===== config.mk =====
export PLATFORM = sky130hd
export DESIGN_NAME = seq_div
export DESIGN_NICKNAME = d
export VERILOG_FILES = /design/src/rtl/seq_div.sv
export SDC_FILE = /design/constraint.sdc
export NUM_CORES = 1
export LEC_CHECK = 0
export ABC_AREA = 0
export CORE_ASPECT_RATIO = 0.7
export CORE_MARGIN = 2
export CORE_UTILIZATION = 30
export CTS_BUF_LIST = sky130_fd_sc_hd__clkbuf_8
export DETAILED_ROUTE_END_ITERATION = 16
export MAX_ROUTING_LAYER = met4
export PLACE_DENSITY = 0.58
export SYNTH_ARGS = -nofsm -noshare
export SYNTH_HDL_FRONTEND = slang
export SYNTH_SLANG_ARGS = --single-unit

===== constraint.sdc =====
create_clock -name clk -period 2.2 [get_ports clk]
set_input_delay 0.33 -clock clk [delete_from_list [all_inputs] [get_ports clk]]
set_output_delay 0.33 -clock clk [all_outputs]
set_load 0.1 [all_outputs]

===== src/rtl/seq_div.sv =====
// seq_div: sequential unsigned divider built on repeated subtraction.
// Ports:
//   clk         - rising-edge clock
//   rst         - synchronous reset, active-high, highest priority
//   start       - request; only looked at in IDLE
//   dividend    - 2*WIDTH-bit unsigned dividend, captured on accept
//   divisor     - WIDTH-bit unsigned divisor, captured on accept
//   busy        - high while subtracting
//   done        - one-cycle pulse when results become valid
//   quotient    - 2*WIDTH-bit result, held until the next completion
//   remainder   - WIDTH-bit result, held until the next completion
//   div_by_zero - set when the last operation had a zero divisor
module seq_div #(
  parameter int WIDTH = 3
) (
  input  logic                 clk,
  input  logic                 rst,
  input  logic                 start,
  input  logic [2*WIDTH-1:0]   dividend,
  input  logic [WIDTH-1:0]     divisor,
  output logic                 busy,
  output logic                 done,
  output logic [2*WIDTH-1:0]   quotient,
  output logic [WIDTH-1:0]     remainder,
  output logic                 div_by_zero
);

  localparam int DW = 2 * WIDTH;

  typedef enum logic [1:0] {
    S_IDLE = 2'd0,
    S_SUB  = 2'd1,
    S_DONE = 2'd2
  } state_t;

  state_t            state_q, state_d;
  logic [DW-1:0]     r_q, r_d;
  logic [DW-1:0]     q_q, q_d;
  logic [WIDTH-1:0]  d_q, d_d;
  logic [DW-1:0]     quotient_q, quotient_d;
  logic [WIDTH-1:0]  remainder_q, remainder_d;
  logic              dbz_q, dbz_d;
  logic              busy_q, busy_d;
  logic              done_q, done_d;
  logic [DW-1:0]     d_ext_s;

  // Divisor widened to the working-register width for compare/subtract.
  assign d_ext_s = {{WIDTH{1'b0}}, d_q};

  // Next-state and datapath update; registered flags follow the next state.
  always_comb begin
    state_d     = state_q;
    r_d         = r_q;
    q_d         = q_q;
    d_d         = d_q;
    quotient_d  = quotient_q;
    remainder_d = remainder_q;
    dbz_d       = dbz_q;
    case (state_q)
      S_IDLE: begin
        if (start) begin
          if (divisor != {WIDTH{1'b0}}) begin
            r_d     = dividend;
            d_d     = divisor;
            q_d     = {DW{1'b0}};
            state_d = S_SUB;
          end else begin
            // Zero divisor: report saturated quotient without subtracting.
            quotient_d  = {DW{1'b1}};
            remainder_d = {WIDTH{1'b0}};
            dbz_d       = 1'b1;
            state_d     = S_DONE;
          end
        end else begin
          state_d = S_IDLE;
        end
      end
      S_SUB: begin
        if (r_q >= d_ext_s) begin
          r_d     = r_q - d_ext_s;
          q_d     = q_q + {{(DW-1){1'b0}}, 1'b1};
          state_d = S_SUB;
        end else begin
          // R < D here, so the remainder always fits in WIDTH bits.
          quotient_d  = q_q;
          remainder_d = r_q[WIDTH-1:0];
          dbz_d       = 1'b0;
          state_d     = S_DONE;
        end
      end
      S_DONE: begin
        state_d = S_IDLE;
      end
      default: begin
        state_d = S_IDLE;
      end
    endcase
    // Flags are registered so they line up with the state they describe.
    busy_d = (state_d == S_SUB);
    done_d = (state_d == S_DONE);
  end

  // State and datapath registers with synchronous reset.
  always_ff @(posedge clk) begin
    if (rst) begin
      state_q     <= S_IDLE;
      r_q         <= {DW{1'b0}};
      q_q         <= {DW{1'b0}};
      d_q         <= {WIDTH{1'b0}};
      quotient_q  <= {DW{1'b0}};
      remainder_q <= {WIDTH{1'b0}};
      dbz_q       <= 1'b0;
      busy_q      <= 1'b0;
      done_q      <= 1'b0;
    end else begin
      state_q     <= state_d;
      r_q         <= r_d;
      q_q         <= q_d;
      d_q         <= d_d;
      quotient_q  <= quotient_d;
      remainder_q <= remainder_d;
      dbz_q       <= dbz_d;
      busy_q      <= busy_d;
      done_q      <= done_d;
    end
  end

  assign busy        = busy_q;
  assign done        = done_q;
  assign quotient    = quotient_q;
  assign remainder   = remainder_q;
  assign div_by_zero = dbz_q;

endmodule


==> results.json <==
{
  "status": "completed",
  "hold_viol": 0,
  "synthMuxAreaShare_pct": 0,
  "cp-end-kind": "flop",
  "utilization_pct": 41.5,
  "nFillCells": 455,
  "cp_max_fo": 4,
  "postCtsSetupRepairBufs": 0,
  "r2r_cells": 8,
  "hold-path-endpoint": "quotient[4]$_SDFFE_PP0P_",
  "async_reset_ff_share_pct": 0,
  "synth-xor-area-share_pct": 2.48,
  "synth.distinct_cells": 46,
  "rr_endpoint": "q_q[5]$_SDFFE_PP0P_",
  "regArea_sq_um": 582,
  "grt_pass1_wl_um": 5620,
  "die_area_sq_mm": 0.00529,
  "rsz0062_at_grt": "false",
  "crit_type": "reg2reg",
  "finalCritPeriodShare_pct": 96.0,
  "n_antenna_cell": 0,
  "viasPerCell": 5.01,
  "drv_slew": 0,
  "whs_path_depth": 2,
  "total_power_mw": 1.74,
  "ys_top_cells_by_count": "29 x dfxtp_1, 19 x nor2_1, 13 x nand2_1, 12 x a21oi_1, 12 x inv_1",
  "arrival_ps": 2320,
  "vias": 1237,
  "synth_ff_type": "dfxtp_1",
  "hp-start": "quotient[4]$_SDFFE_PP0P_",
  "start_kind": "flop",
  "clock_sinks": 29,
  "required_ps": 2410,
  "clock_skew_ps": 6.31,
  "cts_tree": "done",
  "yosys.area_share.adder_pct": 4.96,
  "synth_compound_area_share_pct": 21.4,
  "reg2reg_setup_slack_ps": 90,
  "grt_use_total_pct": 14.7,
  "numCtsBuffers": 5,
  "dp_hpwl_um": 2580,
  "startpoint": "r_q[0]$_SDFFE_PP0P_",
  "layout.nets": 208,
  "clockBufferDepth": 2,
  "vdd_drop_max_mv": 0.426,
  "h-tree-depth": 2,
  "syn_nets": 176,
  "synth_edf_count": 0,
  "drc": 0,
  "die_w_um": 86.1,
  "wl_per_cell_um": 14.0,
  "ys_seq_elements": 29,
  "cts-root-buf": "clkbuf_8",
  "dr.pass1.iters": 4,
  "multi_input_area_sq_um": 766,
  "cts.clk_slew.worst_paths_ps": 70,
  "reg2reg_from": "r_q[0]$_SDFFE_PP0P_",
  "synth.area.top_cells": "dfxtp_1 41%, nor2_1 5.0%, a21oi_1 4.2%, a211oi_1 3.7%, ha_1 3.5%",
  "syn_area_sq_mm": 0.00141,
  "drv_cap": 0,
  "rows": 20,
  "synthCells": 159,
  "synth_top_family_by_area": "simple AND/OR/NAND/NOR gates",
  "layout-area-overhead-vs-synth_pct": 30.0,
  "initial_core_util_pct": 31.9,
  "worst_slew_pin_slew_ps": 499,
  "fp.dieH_um": 61.4,
  "ys_warn_count": 0,
  "synth_top_cell_by_area": "dfxtp_1",
  "power_density_mw_per_mm2": 946,
  "drtAntennaViolNets": 0,
  "core_area_sq_mm": 0.00443,
  "hold_buffers": 0,
  "ios": 24,
  "io_buffers": 23,
  "finalSetupViolations": 0,
  "wl_um": 3450,
  "p_leak_nw": 0.695,
  "synth.avg_cell_area_sq_um": 8.89,
  "synth_top_cell_area_share_pct": 41.1,
  "clkLatencyLatePin_ps": 280,
  "drive_gt1_share_pct": 24.5,
  "seq_area_frac_synth_pct": 41.1,
  "grt.overflow.total": 0,
  "place_congestion": 0.885,
  "max-slew-margin-rel_pct": 66.3,
  "synth_simple_gate_area_share_pct": 24.1,
  "yosysMostFrequentCell": "dfxtp_1",
  "grt_max_degree": 13,
  "hold_class": "reg2reg",
  "min_period_ps": 2110,
  "fmax_ghz": 0.474,
  "grt_pass1_vias": 1167,
  "drt_iter0_markers": 33,
  "antenna_found_initial": 0
}
-- cell usage in the layout, fill, tap and decap left out, types with 2 or more instances in the layout --
| master | count |
|---|---|
| a211oi_1 | 7 |
| a21oi_1 | 11 |
| a221oi_1 | 2 |
| a22oi_1 | 3 |
| a31oi_1 | 2 |
| and2b_2 | 2 |
| buf_4 | 22 |
| clkbuf_8 | 7 |
| clkdlybuf4s50_1 | 11 |
| dfxtp_1 | 28 |
| ha_1 | 3 |
| inv_1 | 12 |
| nand2_1 | 13 |
| nand2b_1 | 3 |
| nand3_1 | 8 |
| nand4_1 | 2 |
| nor2_1 | 19 |
| nor3_1 | 3 |
| or3_4 | 2 |
| xnor2_1 | 3 |
-- repair_timing --
action                                  CTS  global route
endpoints found under the setup margin   11             6
resized for setup                         2             3
hold endpoints to repair                  0             0
-- layout make-up --
class / instances / area share (%)
flip-flops and latches: 29 / 31.7
clock inverters: 1 / 0.272
multi-input cells: 110 / 41.7
clock buffers: 7 / 5.24
repair buffers: 33 / 15.0
inverters: 12 / 2.45
well taps: 55 / 3.74
-- state kept, by name, indices dropped and copies added, names as in the netlist --
| name | flops |
|---|---|
| d_q | 3 |
| state_q | 2 |
| remainder | 3 |
| quotient | 6 |
| div_by_zero | 1 |
| q_q | 6 |
| done | 1 |
| busy | 1 |
| r_q | 6 |
-- metal layers --
layer / vias to the layer above / wire length [um] / track usage (%)
met5: - / 0 / -
met4: 0 / 57 / 6.58
met3: 7 / 148 / 4.69
met2: 21 / 1420 / 21.5
met1: 580 / 1820 / 18.8
li1: 629 / - / -
-- metrics by stage --
step                cells  instance area, sq um  setup WS (ps)  hold WS, ps  setup TNS (ps)
finish                247                  1840           88.5          455               0
global placement      239                  1720           65.1          443               0
global route          247                  1840           15.2          483               0
CTS                   247                  1830          0.101          461               0
floorplan             159                  1410           82.6          436               0
detailed placement    239                  1720          -33.0          451            -131
-- where the power goes --
group | total (mW) | leakage, nW | internal (mW) | switching, mW
combinational | 0.634 | 0.404 | 0.228 | 0.405
clock | 0.488 | 0.0542 | 0.282 | 0.206
sequential | 0.617 | 0.237 | 0.575 | 0.0414
-- how the worst max path moves through the flow --
stage / to / depth (start not counted)
floorplan: q_q[5]$_SDFFE_PP0P_ / 8
global route: q_q[5]$_SDFFE_PP0P_ / 8
finish: q_q[5]$_SDFFE_PP0P_ / 8
detailed placement: remainder[2]$_SDFFE_PP0P_ / 8
global placement: remainder[2]$_SDFFE_PP0P_ / 8
CTS: q_q[5]$_SDFFE_PP0P_ / 8
-- cell families after synthesis --
| group | count (synthesis) |
|---|---|
| simple gates | 61 |
| fa+ha+maj | 5 |
| compound gates | 40 |
| xor+xnor | 4 |
| flops | 29 |
| buf+inv | 20 |
-- critical path: stages (launching register included) --
cell and delay (ps):
dfxtp_2 340, inv_1 50, ha_2 190, fa_2 330, and2b_4 280, or3_4 140
o21ai_4 50, or4_1 500, a21oi_1 150
No activity file was read; power rests on OpenSTA's default activity.
